**src/rtl/uart_tx_arbiter.sv**
```systemverilog
// Round-robin, message-granular arbiter sharing one UART TX enqueue port
// among up to eight byte-stream requesters, with FIFO-lag hold-off and stall timeout.
module uart_tx_arbiter #(
  parameter int NUM_REQ        = 4,
  parameter int TIMEOUT_CYCLES = 65535
) (
  input  logic                 clk,
  input  logic                 reset_n,
  input  logic [NUM_REQ-1:0]   req_valid,
  input  logic [8*NUM_REQ-1:0] req_data,
  input  logic [NUM_REQ-1:0]   req_last,
  output logic [NUM_REQ-1:0]   req_ready,
  output logic                 start_uart_tx,
  output logic [7:0]           uart_tx_data,
  input  logic                 uart_tx_fifo_ready,
  output logic [2:0]           grant_id,
  output logic                 busy,
  output logic                 msg_done,
  output logic                 timeout_err
);

  typedef enum logic {IDLE, XFER} state_t;

  state_t      state, state_nxt;
  logic [2:0]  grant, rr_ptr, winner, next_ptr;
  logic [15:0] stall_cnt;
  logic [1:0]  holdoff;
  logic [7:0]  valid_pad, last_pad, ready_pad, sel_data;
  logic [3:0]  scan;
  logic        found, g_valid, g_last, can_take, hs, stall, tout, msg_end;

  logic        vld_p1;
  logic [7:0]  data_p1;
  logic        done_p1, tout_p1;

  assign valid_pad = 8'(req_valid);
  assign last_pad  = 8'(req_last);
  assign g_valid   = valid_pad[grant];
  assign g_last    = last_pad[grant];
  assign next_ptr  = (grant == 3'(NUM_REQ - 1)) ? 3'd0 : grant + 3'd1;

  // Lowest valid index at or above rr_ptr, wrapping modulo NUM_REQ.
  always_comb begin
    winner = '0;
    found  = 1'b0;
    scan   = '0;
    for (int i = 0; i < NUM_REQ; i++) begin
      scan = {1'b0, rr_ptr} + 4'(i);
      if (scan >= 4'(NUM_REQ)) scan = scan - 4'(NUM_REQ);
      if (!found && valid_pad[scan[2:0]]) begin
        found  = 1'b1;
        winner = scan[2:0];
      end
    end
  end

  always_comb begin
    sel_data = '0;
    for (int i = 0; i < NUM_REQ; i++)
      if (grant == 3'(i)) sel_data = req_data[8*i +: 8];
  end

  // Hold-off masks the cycles where uart_tx_fifo_ready does not yet reflect our enqueue.
  assign can_take = (state == XFER) && uart_tx_fifo_ready && (holdoff == 2'd0);
  assign hs       = can_take && g_valid;
  assign stall    = (state == XFER) && !g_valid;
  assign tout     = (TIMEOUT_CYCLES != 0) && stall &&
                    (({1'b0, stall_cnt} + 17'd1) >= 17'(TIMEOUT_CYCLES));
  assign msg_end  = (hs && g_last) || tout;

  always_ff @(posedge clk or negedge reset_n) begin
    if (!reset_n) state <= IDLE;
    else          state <= state_nxt;
  end

  always_comb begin
    state_nxt = state;
    case (state)
      IDLE:    if (found)   state_nxt = XFER;
      XFER:    if (msg_end) state_nxt = IDLE;
      default: state_nxt = IDLE;
    endcase
  end

  always_comb begin
    ready_pad        = '0;
    ready_pad[grant] = can_take;
    req_ready        = ready_pad[NUM_REQ-1:0];
    busy             = (state == XFER);
    grant_id         = grant;
  end

  always_ff @(posedge clk or negedge reset_n) begin
    if (!reset_n) begin
      grant     <= '0;
      rr_ptr    <= '0;
      stall_cnt <= '0;
      holdoff   <= '0;
    end else begin
      if (hs)                 holdoff <= 2'd2;
      else if (holdoff != '0) holdoff <= holdoff - 2'd1;
      if (state == IDLE) begin
        if (found) begin
          grant     <= winner;
          stall_cnt <= '0;
        end
      end else begin
        if (g_valid)                    stall_cnt <= '0;
        else if (stall_cnt != 16'hFFFF) stall_cnt <= stall_cnt + 16'd1;
        if (msg_end) rr_ptr <= next_ptr;
      end
    end
  end

  // Stage p1: enqueue strobe and message status one cycle after the handshake.
  always_ff @(posedge clk or negedge reset_n) begin
    if (!reset_n) begin
      vld_p1  <= 1'b0;
      data_p1 <= '0;
      done_p1 <= 1'b0;
      tout_p1 <= 1'b0;
    end else begin
      vld_p1  <= hs;
      if (hs) data_p1 <= sel_data;
      done_p1 <= hs && g_last;
      tout_p1 <= tout;
    end
  end

  assign start_uart_tx = vld_p1;
  assign uart_tx_data  = data_p1;
  assign msg_done      = done_p1;
  assign timeout_err   = tout_p1;

endmodule

```
**config.mk**
```make
export PLATFORM = sky130hd
export DESIGN_NAME = uart_tx_arbiter
export DESIGN_NICKNAME = d
export VERILOG_FILES = /design/src/rtl/uart_tx_arbiter.sv
export SDC_FILE = /design/constraint.sdc
export NUM_CORES = 1
export LEC_CHECK = 0
export CORE_ASPECT_RATIO = 1.4
export CORE_UTILIZATION = 55
export CTS_BUF_LIST = sky130_fd_sc_hd__clkbuf_4
export CTS_CLUSTER_SIZE = 40
export DETAILED_ROUTE_END_ITERATION = 7
export PLACE_DENSITY = 0.92
export SETUP_SLACK_MARGIN = 0.3
export SLEW_MARGIN = 40
export SYNTH_ARGS = -nofsm -noshare
export SYNTH_HDL_FRONTEND = slang
export SYNTH_SLANG_ARGS = --single-unit
```
**constraint.sdc**
```tcl
create_clock -name clk -period 5.2 [get_ports clk]
set_clock_uncertainty 0.2 [all_clocks]
set_input_delay 1.04 -clock clk [delete_from_list [all_inputs] [get_ports clk]]
set_output_delay 1.04 -clock clk [all_outputs]
set_load 0.02 [all_outputs]
```
# --- Word level (Yosys, flattened, before mapping) ---
# Index checks and enable logic that the tools add are counted.
# Widths: inputs -> output; s select.
word_totals:
  input_bits: 43
  elab_cells: 101
  out_inout_bits: 19
  register_bits: 36
classes:
  muxes: 40
  addsub: 11
  bitwise_logic: 2
  magnitude_cmp: 11
  n_reduce_logical: 23
  eq_ne: 5
ops:
  columns: ["operator", "count"]
  rows:
  - ["$mux 16", 4]
  - ["$mux 8", 4]
  - ["$mux 3", 9]
  - ["$lt 3x4->1 const B", 5]
  - ["$bmux 1 s3", 6]
  - ["$add 16x1->17 const B", 1]
  - ["$ge 17x16->1 const B", 1]
  - ["$add 16x1->16 const B", 1]
  - ["$ne 16x16->1 const B", 1]
  - ["$mux 1", 13]
  - ["$ge 4x3->1 const B", 3]
  - ["$sub 3x3->3 const B", 4]
  - ["$logic_and 1x1->1", 10]
  - ["$add 3x2->4 const B", 2]
  - ["$eq 3x2->1 const B", 2]
  - ["$reduce_and 2->1", 3]
  - ["$reduce_bool 2->1", 3]
  - ["$add 3x1->4 const B", 1]
  - ["$and 4x4->4", 1]
  - ["$logic_not 1->1", 4]
  - ["$mux 2", 2]
  - ["$add 3x1->3 const B", 1]
  - ["$demux 1 s3", 1]
  - ["$eq 3x1->1 const B", 1]
  - ["9 further kinds", 9]

# --- Logic depth before layout (Yosys ltp) ---
# Gate-level depths: netlist (run 1).
logic_depth:
  depth_word: 16
  mapped_depth: 9
  ltp_nobuf: 8

# --- Worst setup path after synthesis (run 1) ---
# Ideal clock, no wire load.
synth_path:
  path_type: "input-to-output"
  start: "input port uart_tx_fifo_ready"
  end: "output port req_ready[0]"
  required_ps: 3960
  path_buffers: 0
  slack_ps: 2179
  arrival_ps: 1781
  stages: 3
  cell_sequence: "nand3_1 nand2b_1 nor3_1"
synth_between:
  elab_chain_cells: 3
synth_lines:
  columns: ["item", "line_no", "rtl"]
  rows:
  - ["start, declared", "15", "input logic uart_tx_fifo_ready,"]
  - ["$logic_and 1x1->1 (2 in a row)", "64", "assign can_take = (state == XFER) && uart_tx_fifo_ready && (holdoff == 2'd0);"]
  - ["$and 4x4->4 (no source line)", null, null]
  - ["end, declared", "12", "output logic [NUM_REQ-1:0] req_ready,"]
# Every way passes these cells.

# --- Worst setup path after layout (run 1) ---
layout_path:
  start: "input port uart_tx_fifo_ready"
  end: "output port req_ready[1]"
# The elaborated chain is that of the path after synthesis.

==> metrics.yaml, run 1 <==
run_status:
  status: "completed"
global_route:
  grt_pass1_wl_um: 10500
  grt_overflow: 0
  grt_max_degree: 37
  grt_antenna_before_repair: 0
  grtUsageTotal_pct: 29.0
  grt_pass1_vias: 2225
clock_network:
  clockBufferDepth: 2
  cts_setup_buffers: 0
  clkLatencyLatePin_ns: 0.35
  cts_hold_buf: 0
  clkTransAtPathRegs_ns: 0.11
  post_cts_resized: 0
  cts_sinks: 36
  cts_tree: "built"
  root_buffer: "clkbuf_4"
  numCtsBuffers: 5
  cts_max_level: 2
synthesis:
  ys_ff_latch: 36
  syn-cell-area_mm2: 0.00246
  yosysMostFrequentCell: "nor2_1"
  synthFlopType: "dfrtp_1"
  synth_cell_types: 50
  mappedNetlistNets: 338
  synth.area.top_cells: "dfrtp_1, a21oi_1, nor2_1"
  syn_area_per_cell_um2: 8.61
  yosys_warnings: 0
  synth_top_area_cell: "dfrtp_1"
  synth-edff-count: 0
  synth-async-reset-ratio_pct: 100
  yosysSeqAreaShare_pct: 36.6
  synth_cells: 286
  yosys-top-cells-count: "nor2_1, dfrtp_1, a21oi_1"
  synth_top_area_share_pct: 36.6
floorplan:
  fp.dieW_um: 58.6
  rows: 28
  dieArea_mm2: 0.00475
  die_y_um: 81.2
  ios: 62
  start_util_pct: 57.6
  core_area_mm2: 0.00427
detailed_routing:
  avgRoutedWirePerCell_um: 16.1
  firstDrtPassIters: 8
  drt_iter0_drc: 222
  wirelength_um: 6410
  ant_nets: 0
  vias_per_cell: 6.04
  drc_errors: 0
  dr_total_vias: 2409
timing:
  fmax_ghz: 0.255
  maxSlewViolCount: 0
  layout_worst_path_cycle_share_pct: 75.5
  hold_viol: 0
  tns_ns: 0
  whs_ns: 0.339
  min_period_ns: 3.93
  slew_headroom_pct: 50.2
  tightestPinTransition_ns: 0.747
  rsz0062_at_grt: "false"
  setup_viol: 0
finish:
  nets: 390
  drive_gt1_share_pct: 8.55
  final_area_mm2: 0.00314
  n_antenna_cell: 0
  syn_to_final_growth_pct: 27.6
job:
  drv_cap: 0
placement:
  place.gp.congestion: 0.889
  port_buffers: 61
  hpwlAfterDp_um: 4790
  place_area_mm2: 0.00308
pwr:
  peakVddDrop_uv: 270
  p_leak_nw: 1.25
  cellPowerDensity_mw_per_mm2: 468
  p_total_mw: 1.47
critical_path:
  crit_required_ns: 3.96
  arrival_ns: 2.69
  start_kind: "input pin"
  worst-path-max-fanout: 3
  end_kind: "output port"
  crit_type: "input pin to output port"
worst_hold_path:
  holdCritPathClass: "flop to flop"
sequential cells by signal, indices dropped and copies added, names as in the netlist:
register,cells
stall_cnt,16
holdoff,2
uart_tx_data,8
msg_done,1
start_uart_tx,1
grant_id,3
timeout_err,1
busy,1
rr_ptr,3
power breakdown:
group          switching, mW  total, mW  internal (mW)
clock network         0.0987      0.151         0.0518
logic                  0.486      0.862          0.376
registers              0.102      0.459          0.357
total                  0.687       1.47          0.785
cell usage in the layout, fill, tap and decap left out, drive strengths merged, types with 6 or more instances in the layout:
cell           count
a222oi             8
nor2b              6
o21ai             19
nor2              39
inv                9
nand4              8
dfrtp             36
nor3              14
a21oi             33
ha                 9
nand2             18
clkdlybuf4s50     61
nand3             11
a31oi             11
per-stage QoR:
step,util (%),cells,setup slack [ns]
finish,73.5,399,1.27
floorplan,-,286,2.18
global placement,72.0,391,1.33
CTS,73.4,399,1.28
detailed placement,72.1,391,1.29
global route,73.5,399,1.21
metal layers:
metal / vias up / global-route usage (%) / routed length [um] / part of all wire (%)
met5: - / 0 / 0 / 0
met3: 14 / 6.85 / 549 / 8.6
met1: 1110 / 35.1 / 2570 / 40
li1: 1169 / - / - / -
met2: 116 / 52.0 / 3180 / 50
met4: 0 / 6.67 / 104 / 1.6
cell families after synthesis:
family,after synthesis,synth area share [%]
adder cells (fa/ha/maj),9,4.57
flip-flops,36,36.6
XOR/XNOR,1,0.356
AND/OR/NAND/NOR,115,23.1
AO/OA/AOI/OAI,86,23.1
multiplexers,13,7.72
buffers and inverters,26,4.57
path summary, 6_finish.rpt:
path	start	endpoint	slack (ns)	cells past startpoint
setup / recovery	uart_tx_fifo_ready	req_ready[1]	1.27	5
hold / removal	stall_cnt[7]	stall_cnt[7]	0.34	1
setup reg to reg	rr_ptr[0]	stall_cnt[4]	2.15	8
hold reg to reg	stall_cnt[7]	stall_cnt[7]	0.34	1
max in group asynchronous	reset_n	stall_cnt[14]	3.57	2
min in group asynchronous	reset_n	uart_tx_data[0]	0.89	2
worst max-delay path, stage by stage:
cell and delay (ns):
clkdlybuf4s50_1 0.46, nand3_1 0.12, or3_1 0.35, nor2_1 0.10
clkdlybuf4s50_1 0.61
final cells by class:
class,count,area [um2]
clock buffers,5,37.5
clock inverters,3,18.8
fillers,338,1130
inverters,9,33.8
multi-input cells,224,1460
flip-flops and latches,36,901
well taps,60,75.1
repair buffers,62,618
No activity file was read; power rests on OpenSTA's default activity.
==> run 2: changes to the inputs <==
--- a/config.mk
+++ b/config.mk
@@ -6,11 +6,11 @@
 export NUM_CORES = 1
 export LEC_CHECK = 0
 export CORE_ASPECT_RATIO = 1.4
-export CORE_UTILIZATION = 55
+export CORE_UTILIZATION = 51
 export CTS_BUF_LIST = sky130_fd_sc_hd__clkbuf_4
 export CTS_CLUSTER_SIZE = 40
 export DETAILED_ROUTE_END_ITERATION = 7
-export PLACE_DENSITY = 0.92
+export PLACE_DENSITY = 0.87
 export SETUP_SLACK_MARGIN = 0.3
 export SLEW_MARGIN = 40
 export SYNTH_ARGS = -nofsm -noshare
==> constraint.sdc (replaced) <==
create_clock -name clk -period 3.74 [get_ports clk]
set_clock_uncertainty 0.2 [all_clocks]
set_input_delay 0.748 -clock clk [delete_from_list [all_inputs] [get_ports clk]]
set_output_delay 0.748 -clock clk [all_outputs]
set_load 0.02 [all_outputs]
==> run 2 against run 1 <==
Net effect:
- sequential power up 39%
- setup slack worse by 0.86 ns
- clock power up 39%
- core utilization down 4.2 points
- count of clock-buffer cells in the layout unchanged
- flip-flop and latch count unchanged
- die area up 7.6%
- global-route usage down 1.9 points
- non-clock buffer count up 4
- register-to-register slack worse by 1.4 ns
- largest cell class unchanged
==> metrics.yaml, run 2 (synthesis results as in run 1) <==
critical_path:
  crit_type: "input pin to output port"
  start_kind: "input pin"
  r2r_setup_slack_ns: 0.71  # -1.44 ns
  worst-path-max-fanout: 3  # unchanged
  crit_required_ns: 2.79  # -1.17 ns
  arrival_ns: 2.38  # -0.31 ns
  end_kind: "output port"
timing:
  layout_worst_path_cycle_share_pct: 89.0
  tightestPinTransition_ns: 0.573  # -0.174 ns
  whs_ns: 0.341  # +0.00202 ns
  setup_viol: 0  # unchanged
  hold_viol: 0  # unchanged
  fmax_ghz: 0.301
  tns_ns: 0  # unchanged
  slew_headroom_pct: 61.7  # +12 points
  min_period_ns: 3.33
  rsz0062_at_grt: "false"
  maxSlewViolCount: 0  # unchanged
clock_network:
  clkLatencyLatePin_ns: 0.35  # about the same
  post_cts_resized: 0  # unchanged
  cts_sinks: 36  # unchanged
  cts_hold_buf: 0  # unchanged
  numCtsBuffers: 5  # unchanged
  cts_max_level: 2  # unchanged
  clkTransAtPathRegs_ns: 0.12  # about the same
  cts_tree: "built"
  cts_setup_buffers: 0  # unchanged
  clockBufferDepth: 2  # unchanged
  root_buffer: "clkbuf_4"
floorplan:
  die_y_um: 84.2  # +3.8%
  rows: 29  # +3.6%
  dieArea_mm2: 0.00511  # +7.6%
  ios: 62  # unchanged
  core_area_mm2: 0.00457  # +7.0%
  fp.dieW_um: 60.7  # +3.7%
  start_util_pct: 53.9  # -3.8 points
global_route:
  grtUsageTotal_pct: 27.1  # -1.9 points
  grt_pass1_wl_um: 10400  # -1.1%
  grt_max_degree: 37  # unchanged
  grt_antenna_before_repair: 0  # unchanged
  grt_pass1_vias: 2286  # +2.7%
  grt_overflow: 0  # unchanged
job:
  drv_cap: 0  # unchanged
finish:
  largest_reg_flops: 16  # unchanged
  n_fill_cell: 383  # +13%
  n_antenna_cell: 0  # unchanged
  syn_to_final_growth_pct: 28.8
  final_cell_mix: "clkdlybuf4s50_1, nor2_1, dfrtp_1"
  postLayoutCoreUtil_pct: 69.3  # -4.2 points
  layout_commonest_cell: "clkdlybuf4s50_1"
  drive_gt1_share_pct: 9.04  # +0.48 points
  largest-register: "stall_cnt"
  nets: 394  # +1.0%
pwr:
  p_leak_nw: 1.27  # +1.6%
  peakVddDrop_uv: 318  # +18%
  cellPowerDensity_mw_per_mm2: 650  # +39%
placement:
  hpwlAfterDp_um: 5130  # +7.2%
  place.gp.congestion: 0.915  # +2.9%
  port_buffers: 61  # unchanged
detailed_routing:
  vias_per_cell: 6.10  # +1.1%
  avgRoutedWirePerCell_um: 16.6  # +3.3%
  drc_errors: 0  # unchanged
  wirelength_um: 6710  # +4.8%
  drt_iter0_drc: 123  # -45%
  dr_total_vias: 2471  # +2.6%
  firstDrtPassIters: 6  # -2
  ant_nets: 0  # unchanged
worst_hold_path:
  holdCritPathClass: "flop to flop"
run_status:
  status: "completed"
## run 2: cell types whose count changed in the layout (fill, tap and decap cells not counted)
cell     change
nor2b_2      -1
buf_4        +4
nor2b_1      +1
nor2_1       +1
nor2_2       -1
## run 2: layout make-up
class	count	area [um2]	share of cell area, %
tap	62	77.6	2.45
multi-input combinational	224	1450	45.9
clock inverter	3	18.8	0.592
sequential	36	901	28.4
timing repair buffer	66	648	20.4
inverter	9	33.8	1.07
clock buffer	5	37.5	1.18
## run 2: critical path: stages
cell	delay, ns
clkdlybuf4s50_1	0.46
nand3_1	0.09
or3_1	0.35
nor2_1	0.11
clkdlybuf4s50_1	0.61
## run 2: final timing paths
check                                      to  depth (start not counted)                from
worst max-delay path             req_ready[1]                          5  uart_tx_fifo_ready
worst min-delay path            stall_cnt[12]                          1       stall_cnt[12]
worst max register to register   stall_cnt[6]                          9           rr_ptr[0]
worst min register to register  stall_cnt[12]                          1       stall_cnt[12]
max in group asynchronous        stall_cnt[3]                          2             reset_n
min in group asynchronous        stall_cnt[6]                          2             reset_n
## run 2: power by group
| group | internal, mW | switching, mW | total [mW] |
|---|---|---|---|
| clock | 0.0722 | 0.138 | 0.210 |
| combinational | 0.538 | 0.674 | 1.21 |
| sequential | 0.496 | 0.143 | 0.639 |
## run 2: stage by stage
step / total power [mW] / cells / setup WS [ns] / cell area (um2)
3_5_place_dp: 1.86 / 397 / 0.415 / 3110
6_report: 2.06 / 405 / 0.412 / 3170
3_3_place_gp: 1.80 / 397 / 0.458 / 3110
2_1_floorplan: 1.44 / 286 / 1.08 / 2460
4_1_cts: 2.07 / 405 / 0.406 / 3170
5_1_grt: 2.21 / 405 / 0.371 / 3170
## run 2: metal layers
layer | share of wire (%) | vias to the layer above | GRT usage, %
met4 | 2.9 | 0 | 10.5
met5 | 0 | - | 0
met3 | 8.6 | 17 | 6.47
li1 | - | 1185 | -
met1 | 39 | 1151 | 30.0
met2 | 50 | 118 | 48.2
